--- src/rtl/ym3438_write_sched.sv ---
// ym3438_write_sched: holds one pending CPU register write and commits it in the owning operator slot.
// Optional sticky overwrite flag on wr_ovr when YM_WRITE_SCHED_OVR_EN is defined.
module ym3438_write_sched #(
    parameter int BUSY_SLOTS = 32
) (
    input  logic       MCLK,
    input  logic       reset_n,
    input  logic       slot_en,
    input  logic       slot_sync,
    input  logic       wr_en,
    input  logic       wr_a0,
    input  logic       wr_port,
    input  logic [7:0] wr_data,
    output logic       busy,
    output logic       reg_we,
    output logic [8:0] reg_addr,
    output logic [7:0] reg_data,
    output logic [4:0] reg_slot,
    output logic [4:0] slot_cnt,
    output logic       wr_ovr
);
    localparam int BW = $clog2(BUSY_SLOTS + 1);
    typedef enum logic [1:0] {IDLE, PEND, HOLD} state_t;
    state_t          state_q, state_d;
    logic [BW-1:0]   bc_q, bc_d;
    logic [4:0]      slot_q, pt_q, rs_q, base, tgt;
    logic [8:0]      lat_q, pa_q, ra_q;
    logic [7:0]      pd_q, rd_q, a;
    logic            pg_q, we_q, p, aw, dw, v_glob, v_op, v_ch, valid, commit;
    logic [2:0]      ch;
    always_comb begin
        aw      = wr_en & wr_a0;
        dw      = wr_en & ~wr_a0;
        a       = lat_q[7:0];
        p       = lat_q[8];
        v_glob  = !p && a >= 8'h21 && a <= 8'h2F;
        v_op    = a >= 8'h30 && a <= 8'h9F && a[1:0] != 2'd3;
        v_ch    = a >= 8'hA0 && a <= 8'hB6 && a[1:0] != 2'd3;
        valid   = v_glob | v_op | v_ch;
        ch      = {1'b0, a[1:0]} + (p ? 3'd3 : 3'd0);
        base    = a[3:2] == 2'd0 ? 5'd6 : a[3:2] == 2'd1 ? 5'd12 : a[3:2] == 2'd2 ? 5'd18 : 5'd0;
        tgt     = v_ch ? {2'b00, ch} : base + {2'b00, ch};
        // the old entry commits even if a new data write lands in the same cycle
        commit  = state_q == PEND && slot_en && (pg_q || slot_q == pt_q);
        bc_d    = (commit || (dw && !valid)) ? BW'(BUSY_SLOTS) :
                  (slot_en && bc_q != '0) ? bc_q - 1'b1 : bc_q;
        state_d = dw ? (valid ? PEND : HOLD) :
                  commit ? HOLD :
                  (state_q == HOLD && bc_d == '0) ? IDLE : state_q;
    end
    always_ff @(posedge MCLK or negedge reset_n) begin
        if (!reset_n) begin
            state_q <= IDLE;
            bc_q    <= '0;
            slot_q  <= '0;
            lat_q   <= '0;
            pa_q    <= '0;
            pd_q    <= '0;
            pt_q    <= '0;
            pg_q    <= 1'b0;
            we_q    <= 1'b0;
            ra_q    <= '0;
            rd_q    <= '0;
            rs_q    <= '0;
        end else begin
            state_q <= state_d;
            bc_q    <= bc_d;
            we_q    <= commit;
            if (slot_en) slot_q <= (slot_sync || slot_q == 5'd23) ? 5'd0 : slot_q + 5'd1;
            if (aw) lat_q <= {wr_port, wr_data};
            if (dw) begin
                pa_q <= lat_q;
                pd_q <= wr_data;
                pt_q <= tgt;
                pg_q <= v_glob;
            end
            if (commit) begin
                ra_q <= pa_q;
                rd_q <= pd_q;
                rs_q <= slot_q;
            end
        end
    end
`ifdef YM_WRITE_SCHED_OVR_EN
    logic ovr_q;
    always_ff @(posedge MCLK or negedge reset_n) begin
        if (!reset_n) ovr_q <= 1'b0;
        else ovr_q <= (dw && state_q == PEND && !commit) || (ovr_q && !aw);
    end
    assign wr_ovr = ovr_q;
`else
    assign wr_ovr = 1'b0;
`endif
    assign busy     = state_q == PEND || bc_q != '0;
    assign reg_we   = we_q;
    assign reg_addr = ra_q;
    assign reg_data = rd_q;
    assign reg_slot = rs_q;
    assign slot_cnt = slot_q;
endmodule

--- config.mk ---
export PLATFORM = sky130hd
export DESIGN_NAME = ym3438_write_sched
export DESIGN_NICKNAME = d
export VERILOG_FILES = /design/src/rtl/ym3438_write_sched.sv
export SDC_FILE = /design/constraint.sdc
export NUM_CORES = 1
export LEC_CHECK = 0
export ABC_AREA = 0
export CORE_MARGIN = 2
export CORE_UTILIZATION = 45
export DETAILED_ROUTE_END_ITERATION = 16
export GPL_TIMING_DRIVEN = 0
export MAX_ROUTING_LAYER = met4
export PLACE_DENSITY = 0.8
export SYNTH_ARGS = -nofsm -noshare
export SYNTH_HDL_FRONTEND = slang
export SYNTH_SLANG_ARGS = --single-unit
--- constraint.sdc ---
create_clock -name MCLK -period 2 [get_ports MCLK]
set_input_delay 0.4 -clock MCLK [delete_from_list [all_inputs] [get_ports MCLK]]
set_output_delay 0.4 -clock MCLK [all_outputs]
set_load 0.05 [all_outputs]
## Word level (Yosys, flattened, before mapping)

Index checks and enable logic that the tools add are counted.

- Flip-flop bits (word level): 68
- Bits of input ports: 15
- Output and inout port bits: 30

- Add/sub/neg operators: 4
- Order comparisons: 6
- Equality and inequality tests: 7
- Mux-type cells: 12
- Bitwise logic cells: 5
- Reductions and logical operators: 21

Operator list:

| cell | count |
|---|---|
| 2-to-1 mux 5 bit | 5 |
| greater-or-equal comparator 8 x 6 -> 1 bit (second input constant) | 2 |
| less-or-equal comparator 8 bit (second input constant) | 2 |
| 2-to-1 mux 6 bit | 2 |
| logical AND 1 bit | 11 |
| 2-to-1 mux 2 bit | 5 |
| greater-or-equal comparator 8 bit (second input constant) | 1 |
| less-or-equal comparator 8 x 6 -> 1 bit (second input constant) | 1 |
| logical NOT 6 bit | 1 |
| nonzero test 6 bit | 1 |
| subtractor 6 x 1 -> 6 bit (second input constant) | 1 |
| adder 5 x 1 -> 5 bit (second input constant) | 1 |
| adder 5 x 3 -> 5 bit | 1 |
| equality test 5 bit | 1 |
| equality test 5 bit (second input constant) | 1 |
| equality test 2 x 1 -> 1 bit (second input constant) | 2 |
| equality test 2 bit (second input constant) | 2 |
| logical OR 1 bit | 4 |
| adder 2 x 2 -> 3 bit | 1 |
| nonzero test 3 bit | 1 |
| AND 1 bit | 2 |
| logical NOT 1 bit | 2 |
| logical NOT 2 bit | 1 |
| != test 2 bit (second input constant) | 1 |
| 2 further kinds | 3 |

## Depth between registers and ports, before layout

Gate-level depths: netlist of run 1.

- Depth in word-level cells: 14
- Depth in mapped cells: 8
- Gate-level depth less buffers: 8

## Worst setup path before layout of run 1

OpenSTA, ideal clock, no wires.

- Path type: reg2reg
- From: register slot_q[1] (netlist: slot_cnt[1])
- To: register rs_q[3] (netlist: reg_slot[3])
- Setup time: 125 ps
- Arrival: 2086 ps
- Data required time: 1875 ps
- Setup slack: -211 ps
- Cell stages (with the launch flop): 7
- Clock period less this slack: 2211 ps
- Cell sequence: dfrtp_1 > xor2_1 > nor3_1 > a31oi_1 > nor4b_4 > buf_6 > mux2_2

- Cells in the longest elaborated chain, start to end: 3

Ends and longest elaborated chain:

| what | RTL line | RTL |
|---|---|---|
| start, declared | 26 | `logic [4:0] slot_q, pt_q, rs_q, base, tgt;` |
| start signal, assigned | 69 | `if (slot_en) slot_q <= (slot_sync \|\| slot_q == 5'd23) ? 5'd0 : slot_q + 5'd1;` |
| equality test 5 bit | 44 | `commit = state_q == PEND && slot_en && (pg_q \|\| slot_q == pt_q);` |
| logical OR 1 bit | 44 |  |
| logical AND 1 bit | 44 |  |
| end signal, assigned | 80 | `rs_q <= slot_q;` |
| end, declared | 26 |  |

No other way between the ends.
A chain may end at the register's enable or synchronous reset.

## Final worst setup path of run 1

- From: register lat_q[8]
- To: register pt_q[2]

- Cells in the longest elaborated chain, start to end: 4

Ends and longest elaborated chain:

| what | RTL line | RTL |
|---|---|---|
| start, declared | 27 | `logic [8:0] lat_q, pa_q, ra_q;` |
| start signal, assigned | 70 | `if (aw) lat_q <= {wr_port, wr_data};` |
| 2-to-1 mux 2 bit (*) | 40 | `ch = {1'b0, a[1:0]} + (p ? 3'd3 : 3'd0);` |
| adder 2 x 2 -> 3 bit (*) | 40 |  |
| adder 5 x 3 -> 5 bit | 42 | `tgt = v_ch ? {2'b00, ch} : base + {2'b00, ch};` |
| 2-to-1 mux 5 bit (*) | 42 |  |
| end signal, assigned | 74 | `pt_q <= tgt;` |
| end, declared | 26 |  |

Every way passes the cells marked *; elsewhere a longest branch is shown, timed or not.

==> results of run 1 <==
-- kinds of logic after synthesis --
group | Yosys count | share of synthesized area
flops | 68 | 0.552
simple gates | 57 | 0.0941
mux | 51 | 0.185
compound gates | 31 | 0.0673
buf+inv | 23 | 0.0349
xor+xnor | 10 | 0.0284
fa+ha+maj | 8 | 0.0373
other cells | 1 | 0.00122
-- where the power goes --
part	internal, mW	total, mW	switching, mW
combinational	1.10	2.44	1.33
clock	0.475	0.982	0.507
sequential	1.77	2.12	0.343
-- critical path: cells and delay by family, from the launching register on --
kind	cells	cell delay (ps)
buffers and inverters	1	40
adders and majority gates	4	1380
AOI/OAI and AO/OA	2	180
and+or+nand+nor	1	60
DFF	1	450
-- layer usage --
layer | vias to the layer above | global-route usage
li1 | 1019 | -
met1 | 1109 | 0.233
met2 | 42 | 0.274
met3 | 11 | 0.0400
met4 | 0 | 0.0639
met5 | - | -
-- worst max path at each step --
stage                           start           to  slack [ps]
after global placement        reset_n  slot_cnt[4]       -1890
final                        lat_q[8]      pt_q[2]        -250
after floorplan           slot_cnt[1]  reg_slot[2]        -130
after CTS                     bc_q[2]         busy        -270
after global routing         lat_q[8]      pt_q[3]        -280
after detailed placement      slot_en  reg_data[5]        -360
-- per-stage QoR --
step	TNS, ps	instances	setup WS (ps)	power, mW	instance area (sq um)
6_report	-1050	410	-245	5.54	4190
5_1_grt	-3860	410	-281	5.83	4190
4_1_cts	-673	396	-273	5.20	3860
3_5_place_dp	-12200	372	-362	4.19	3620
3_3_place_gp	-123120	372	-1890	4.11	3620
2_1_floorplan	-2320	249	-132	3.50	3090
-- cells in the mapped netlist --
cell type  instances
inv_1             12
o21ai_0           10
nor2_1             8
a211oi_1           1
buf_4              1
o22ai_1            4
a21boi_2           1
nand4_1            2
xnor2_1            4
nor4b_1            1
or3_1              1
conb_1             1
nor4b_4            1
and2b_1            2
nand2_1           24
xor2_1             6
or4_1              1
clkbuf_1           6
fa_1               2
a21oi_1            4
and4_1             1
buf_2              2
nor3_1             6
a21bo_2            1
o31ai_1            3
mux2_2            48
ha_1               6
buf_6              2
a211oi_2           1
nor4_1             1
a31oi_1            2
a211o_1            2
dfrtp_1           68
and3_1             1
o311a_1            1
and2_1             1
mux2i_1            3
or2_1              1
o2bb2ai_1          1
nand3_1            4
nand2b_1           2
-- sequential cells by signal, summed over array words and instances, names as in the netlist --
name      flops
pa_q          9
lat_q         9
reg_addr      9
state_q       2
pd_q          8
pt_q          5
reg_data      8
bc_q          6
slot_cnt      5
reg_slot      5
pg_q          1
reg_we        1
-- final cells by class --
class                      count  area (sq um)
timing repair buffer          65           643
sequential                    68          1710
inverter                      12          45.0
fill                         489          2530
multi-input combinational    158          1440
tap                           80           100
buffer                        11          88.8
clock inverter                 5          27.5
clock buffer                  11           141
-- what timing repair did --
item | 4_1_cts | 5_1_grt
setup buffers | 8 | 12
endpoints found under the setup margin | 36 | 42
resized for setup | 11 | 61
pin swaps | 2 | 9
gates cloned | 0 | 2
==> flow_summary.yaml, run 1 <==
outcome:
  outcome: "complete, but fails checks"
  violations: "setup timing"
route:
  ant_nets: 0
  dr.pass1.iters: 4
  dr_wl_met2_um: 3410
  wl_um: 6720
  wl_met1_um: 3000
  vias_per_cell: 5.32
  drt_iter0_markers: 101
  top_layer: "met4"
  wire_per_inst_um: 16.4
  drc: 0
  wl_met3_um: 197
  num_vias: 2181
setup_path:
  worstPathRequired_ps: 2210
  crit_top_cell: "fa_1"
  critPathArrivalTime_ps: 2450
  reg2reg_setup_slack_ps: -250
  crit_slowest_cell: "fa_1"
  cp_cell_sequence: "ha_4 -> fa_1 -> ha_2 -> inv_2 -> fa_1 -> nor2_2 -> a21oi_2 -> o21ai_1"
  cp_max_fo: 4
  slowest_delay_ps: 510
  timing.rr.end: "pt_q[2]"
  cp-end-kind: "flip-flop"
  crit_type: "reg2reg"
  worstRegToRegCells: 8
  r2r_start: "lat_q[8]"
  startpoint_type: "flip-flop"
sta:
  setup_violations: 14
  worst_pin_slew_ps: 839
  setup_ws_ps: -245
  period_needed_ps: 2250
  hold_ws_ps: 167
  max_freq_mhz: 445
  fin_skew_ps: 7.50
  hold_viol: 0
  fin_crit_sh: 1.12
  rsz0062_at_grt: "true"
  final_max_slew_viol_count: 0
  maxSlewHeadroom: 0.441
final_layout:
  final_cell_mix: "61 x dfrtp_1, 36 x clkdlybuf4s50_1, 27 x mux2_2, 23 x nand2_1, 21 x mux2_4"
  final_layout_size_suffix_gt1_frac: 0.358
  nNetsFinal: 348
  final_util: 0.624
  n_antenna_cell: 0
  final_common_cell: "dfrtp_1"
  area_growth_pct: 35.9
cts:
  cts_root_buf: "clkbuf_8"
  cts.sinks: 68
  postCtsHoldBufs: 0
  worst_skew_pair.late_latency_ps: 340
  cts.htree.levels: 3
  tritoncts: "done"
  clkSlewWorstSetupHoldPaths_ps: 70
  clockBufferDepth: 2
  cts_buffers: 9
power_and_ir_drop:
  cellLeakagePower_nw: 1.90
  ir_worst_vdd_uv: 838
  pwr_density_cell_nw_per_um2: 1320
place:
  place_hpwl_um: 4110
  numPortBuffers: 43
  gp_congestion: 0.878
floorplan:
  core-area_sq_um: 6720
  die_x_um: 86.8
  dieHeight_um: 86.8
  rows: 30
  die-area_sq_um: 7530
  boundaryPins: 45
  start_util: 0.459
yosys:
  syn_avg_cell_area_sq_um: 12.4
  synth_area_sq_um: 3080
  synth_cell_types: 41
  yosysTopAreaCellShare: 0.552
  synth_fp_nets: 272
  yosys_register_bits: 68
  yosysWarningCount: 0
  syn_inst: 249
  synth.area.top_cells: "dfrtp_1 55%, mux2_2 18%, nand2_1 2.9%"
  ys_seq_area_frac: 0.552
  synth_top_cell_by_area: "dfrtp_1"
run:
  max_cap_viol_count: 0
global_routing:
  grt_antenna_before_repair: 0
  grt_pass1_wl_um: 10200
  grt_pass1_vias: 2161
  grt_overflow_total: 0
  grt_max_degree: 69
  grt_usage: 0.178
worst_hold_path:
  hold_class: "in2async"
(Power assumes the default switching activity.)
==> run 2, diff against run 1 <==
clock period = 1.9 ns   (was 2 ns; I/O delays follow)
==> flow_summary.yaml, run 2 (same netlist as run 1, synthesis figures left out) <==
route:
  top_layer: "met4"
  vias_per_cell: 5.56
  drc: 0
  wl_um: 7250
  wl_met3_um: 334
  num_vias: 2342
  dr.pass1.iters: 5
  drt_iter0_markers: 142
  ant_nets: 0
  dr_wl_met2_um: 3790
  wl_met1_um: 2910
  wire_per_inst_um: 17.2
power_and_ir_drop:
  pwr_density_cell_nw_per_um2: 1360
  cellLeakagePower_nw: 2.17
  ir_worst_vdd_uv: 980
setup_path:
  cp-startpoint: "lat_q[8]"
  r2r_start: "lat_q[8]"
  worstPathRequired_ps: 2120
  cp_max_fo: 3
  cp-end-kind: "flip-flop"
  crit_type: "reg2reg"
  critPathArrivalTime_ps: 2420
  startpoint_type: "flip-flop"
final_layout:
  final_common_cell: "dfrtp_1"
  nNetsFinal: 359
  n_antenna_cell: 0
  area_growth_pct: 38.5
  multiInputGateArea_sq_um: 1430
  regArea_sq_um: 1710
  postLayoutCellArea_sq_um: 4270
  fillCellCount: 491
  final_cell_mix: "58 x dfrtp_1, 29 x buf_4, 26 x mux2_2, 23 x nand2_1, 22 x mux2_4"
  final_layout_size_suffix_gt1_frac: 0.378
  final_util: 0.636
place:
  place_hpwl_um: 4100
  gp_congestion: 0.895
  dp_slack_ps: -432
  place_area_sq_um: 3630
  numPortBuffers: 43
floorplan:
  start_util: 0.459
  rows: 30
  core-area_sq_um: 6720
  boundaryPins: 45
  die-area_sq_um: 7530
  die_x_um: 86.8
  dieHeight_um: 86.8
sta:
  fin_skew_ps: 13.1
  setup_ws_ps: -306
  maxSlewHeadroom: 0.434
  hold_viol: 0
  fin_crit_sh: 1.16
  max_freq_mhz: 453
  setup_violations: 33
  hold_ws_ps: 118
  worst_pin_slew_ps: 848
  final_max_slew_viol_count: 0
  setup_tns_ps: -4030
  rsz0062_at_grt: "true"
  period_needed_ps: 2210
outcome:
  violations: "setup timing"
  outcome: "complete, but fails checks"
global_routing:
  grt_pass1_vias: 2300
  grt_usage: 0.206
  grt_antenna_before_repair: 0
  grt_max_degree: 69
  grt_pass1_wl_um: 11400
  grt_overflow_total: 0
cts:
  clkSlewWorstSetupHoldPaths_ps: 70
  cts_buffers: 9
  cts_root_buf: "clkbuf_8"
  clockBufferDepth: 2
  tritoncts: "done"
  worst_skew_pair.late_latency_ps: 350
  cts.htree.levels: 3
  cts.sinks: 68
  postCtsHoldBufs: 0
run:
  max_cap_viol_count: 0
worst_hold_path:
  hold_class: "in2async"
## run 2: cell count changes in the layout (fill, tap and decap cells not counted), sizes merged
| cell | change |
|---|---|
| dlygate4sd2 | +12 |
| buf | +13 |
| clkinvlp | -1 |
| clkbuf | -2 |
| clkinv | +1 |
| clkdlybuf4s50 | -23 |
| dlymetal6s2s | +11 |
## run 2: area by class of cell
type                    count  share of cell area
clock buffers              11              0.0308
multi-input cells         158               0.334
repair buffers             77               0.178
clock inverters             5             0.00674
inverters                  12              0.0105
plain buffers              10              0.0155
well taps                  80              0.0234
flip-flops and latches     68               0.401
## run 2: worst paths after layout
path,endpoint,slack [ps],depth (start not counted)
max,pt_q[2],-310,8
min,pd_q[6],120,1
max reg2reg,pt_q[2],-310,8
min reg2reg,pa_q[3],500,2
max in group asynchronous,lat_q[8],1150,1
min in group MCLK,pa_q[3],500,2
## run 2: through the flow
stage               total power [mW]  cells
floorplan                       3.70    249
global placement                4.34    372
detailed placement              4.42    372
CTS                             5.71    419
global route                    6.10    421
finish                          5.81    421
## run 2: power by group
part           switching (mW)  internal (mW)
logic                    1.48           1.14
clock network           0.524          0.467
registers               0.331           1.87
## run 2: what timing repair did
action | 4_1_cts | 5_1_grt
hold endpoints to repair | 0 | 0
cloned | 2 | 0
setup buffers | 29 | 5
pin swaps | 8 | 3
resized for setup | 65 | 25
setup endpoints to repair | 59 | 52
## run 2: layer usage
metal	GRT usage	vias to the layer above
met1	0.240	1195
met3	0.0495	29
met5	-	-
li1	-	1043
met2	0.340	75
met4	0.0895	0
## run 2: worst max-delay path, stage by stage, from the launching register on
cell	delay, ps
dfrtp_2	410
ha_2	180
fa_1	520
ha_2	190
inv_1	50
fa_1	490
nor2_1	60
a21oi_1	110
o21ai_1	70
==> run 3, diff against run 2 <==
MAX_ROUTING_LAYER = unset   (was met4)
==> flow_summary.yaml, run 3 (same netlist as run 1, synthesis figures left out) <==
outcome:
  outcome: "complete, but fails checks"
  violations: "setup timing"
final_layout:
  area_growth_pct: 38.5
  final_cell_mix: "58 x dfrtp_1, 29 x buf_4, 26 x mux2_2, 23 x nand2_1, 22 x mux2_4"
  n_antenna_cell: 0
  fin_cells: 421
  final_common_cell: "dfrtp_1"
  final_layout_size_suffix_gt1_frac: 0.378
  postLayoutCellArea_sq_um: 4270
  nNetsFinal: 359
floorplan:
  core-area_sq_um: 6720
  dieHeight_um: 86.8
  boundaryPins: 45
  die-area_sq_um: 7530
  start_util: 0.459
  rows: 30
  die_x_um: 86.8
route:
  dr.pass1.iters: 4
  num_vias: 2302
  drc: 0
  wl_um: 7140
  vias_per_cell: 5.47
  ant_nets: 0
  drt_iter0_markers: 143
  wire_per_inst_um: 17.0
cts:
  postCtsHoldBufs: 0
  cts_buffers: 9
  tritoncts: "done"
  cts.htree.levels: 3
  cts.sinks: 68
  clkSlewWorstSetupHoldPaths_ps: 70
  worst_skew_pair.late_latency_ps: 350
  clockBufferDepth: 2
  cts_root_buf: "clkbuf_8"
power_and_ir_drop:
  cellLeakagePower_nw: 2.17
  ir_worst_vdd_uv: 980
  pwr_density_cell_nw_per_um2: 1360
  power_mw: 5.80
sta:
  period_needed_ps: 2210
  worst_pin_slew_ps: 831
  rsz0062_at_grt: "true"
  hold_viol: 0
  setup_violations: 33
  max_freq_mhz: 453
  setup_ws_ps: -306
  maxSlewHeadroom: 0.446
  fin_skew_ps: 8.94
  fin_crit_sh: 1.16
  final_max_slew_viol_count: 0
global_routing:
  grt_antenna_before_repair: 0
  grt_overflow_total: 0
  grt_pass1_wl_um: 11400
  grt_pass1_vias: 2316
  grt_usage: 0.200
  grt_max_degree: 69
place:
  place_area_sq_um: 3630
  place_hpwl_um: 4100
  gp_congestion: 0.880
  numPortBuffers: 43
  dp_slack_ps: -432
  dpl.cell_count: 372
run:
  max_cap_viol_count: 0
setup_path:
  crit_buf_inv: 1
  cp.depth: 8
  cp-startpoint: "lat_q[8]"
  cp_max_fo: 3
  cp_top_family: "adder cells"
  r2r_start: "lat_q[8]"
  startpoint_type: "flip-flop"
  slowest_delay_ps: 520
  cp-end-kind: "flip-flop"
  critPathArrivalTime_ps: 2420
  worstPathRequired_ps: 2120
  worstRegToRegCells: 8
  crit_type: "reg2reg"
  timing.rr.end: "pt_q[2]"
  reg2reg_setup_slack_ps: -310
  crit_slowest_cell: "fa_1"
  cp_cell_sequence: "ha_2 -> fa_1 -> ha_2 -> inv_1 -> fa_1 -> nor2_1 -> a21oi_1 -> o21ai_1"
worst_hold_path:
  hold_class: "in2async"
==> run 3: cell counts in the layout (fill, tap and decap cells not counted) <==
Identical to the previous run, type by type.
==> run 3: how the worst max path moves through the flow <==
| stage | end | slack (ps) |
|---|---|---|
| 6_report | pt_q[2] | -310 |
| 5_1_grt | pt_q[2] | -360 |
| 4_1_cts | pt_q[2] | -270 |
| 3_5_place_dp | reg_data[2] | -430 |
| 3_3_place_gp | slot_cnt[2] | -1990 |
| 2_1_floorplan | reg_addr[0] | -230 |
==> run 3: through the flow <==
step	utilization	hold WS, ps	setup TNS (ps)
detailed placement	0.540	477	-16130
CTS	0.630	154	-3250
finish	0.636	128	-3870
global placement	0.541	469	-133950
global route	0.636	197	-6140
floorplan	-	84.4	-4760
==> run 3: area by class of cell <==
cell class	count	area, sq um
Buffer	10	66.3
Tap cell	80	100
Clock buffer	11	131
Multi-Input combinational cell	158	1430
Sequential cell	68	1710
Inverter	12	45.0
Fill cell	491	2450
Clock inverter	5	28.8
Timing Repair Buffer	77	758
==> run 3: repair_timing <==
| item | 4_1_cts | 5_1_grt |
|---|---|---|
| setup buffers | 29 | 5 |
| setup endpoints to repair | 59 | 52 |
| resized for setup | 65 | 25 |
| pin swaps | 8 | 3 |
| gates cloned | 2 | 0 |
==> run 3: per-layer routing <==
layer  wire (um)  track usage  vias up
met1        2820        0.239     1174
met2        3850        0.341       67
met3         305       0.0543       18
met5           0            0        -
li1            -            -     1043
met4         166       0.0810        0
==> run 3: power breakdown <==
| group | internal (mW) | switching, mW | total (mW) |
|---|---|---|---|
| registers | 1.87 | 0.332 | 2.20 |
| logic | 1.14 | 1.48 | 2.62 |
| clock network | 0.466 | 0.514 | 0.981 |
| total | 3.48 | 2.32 | 5.80 |
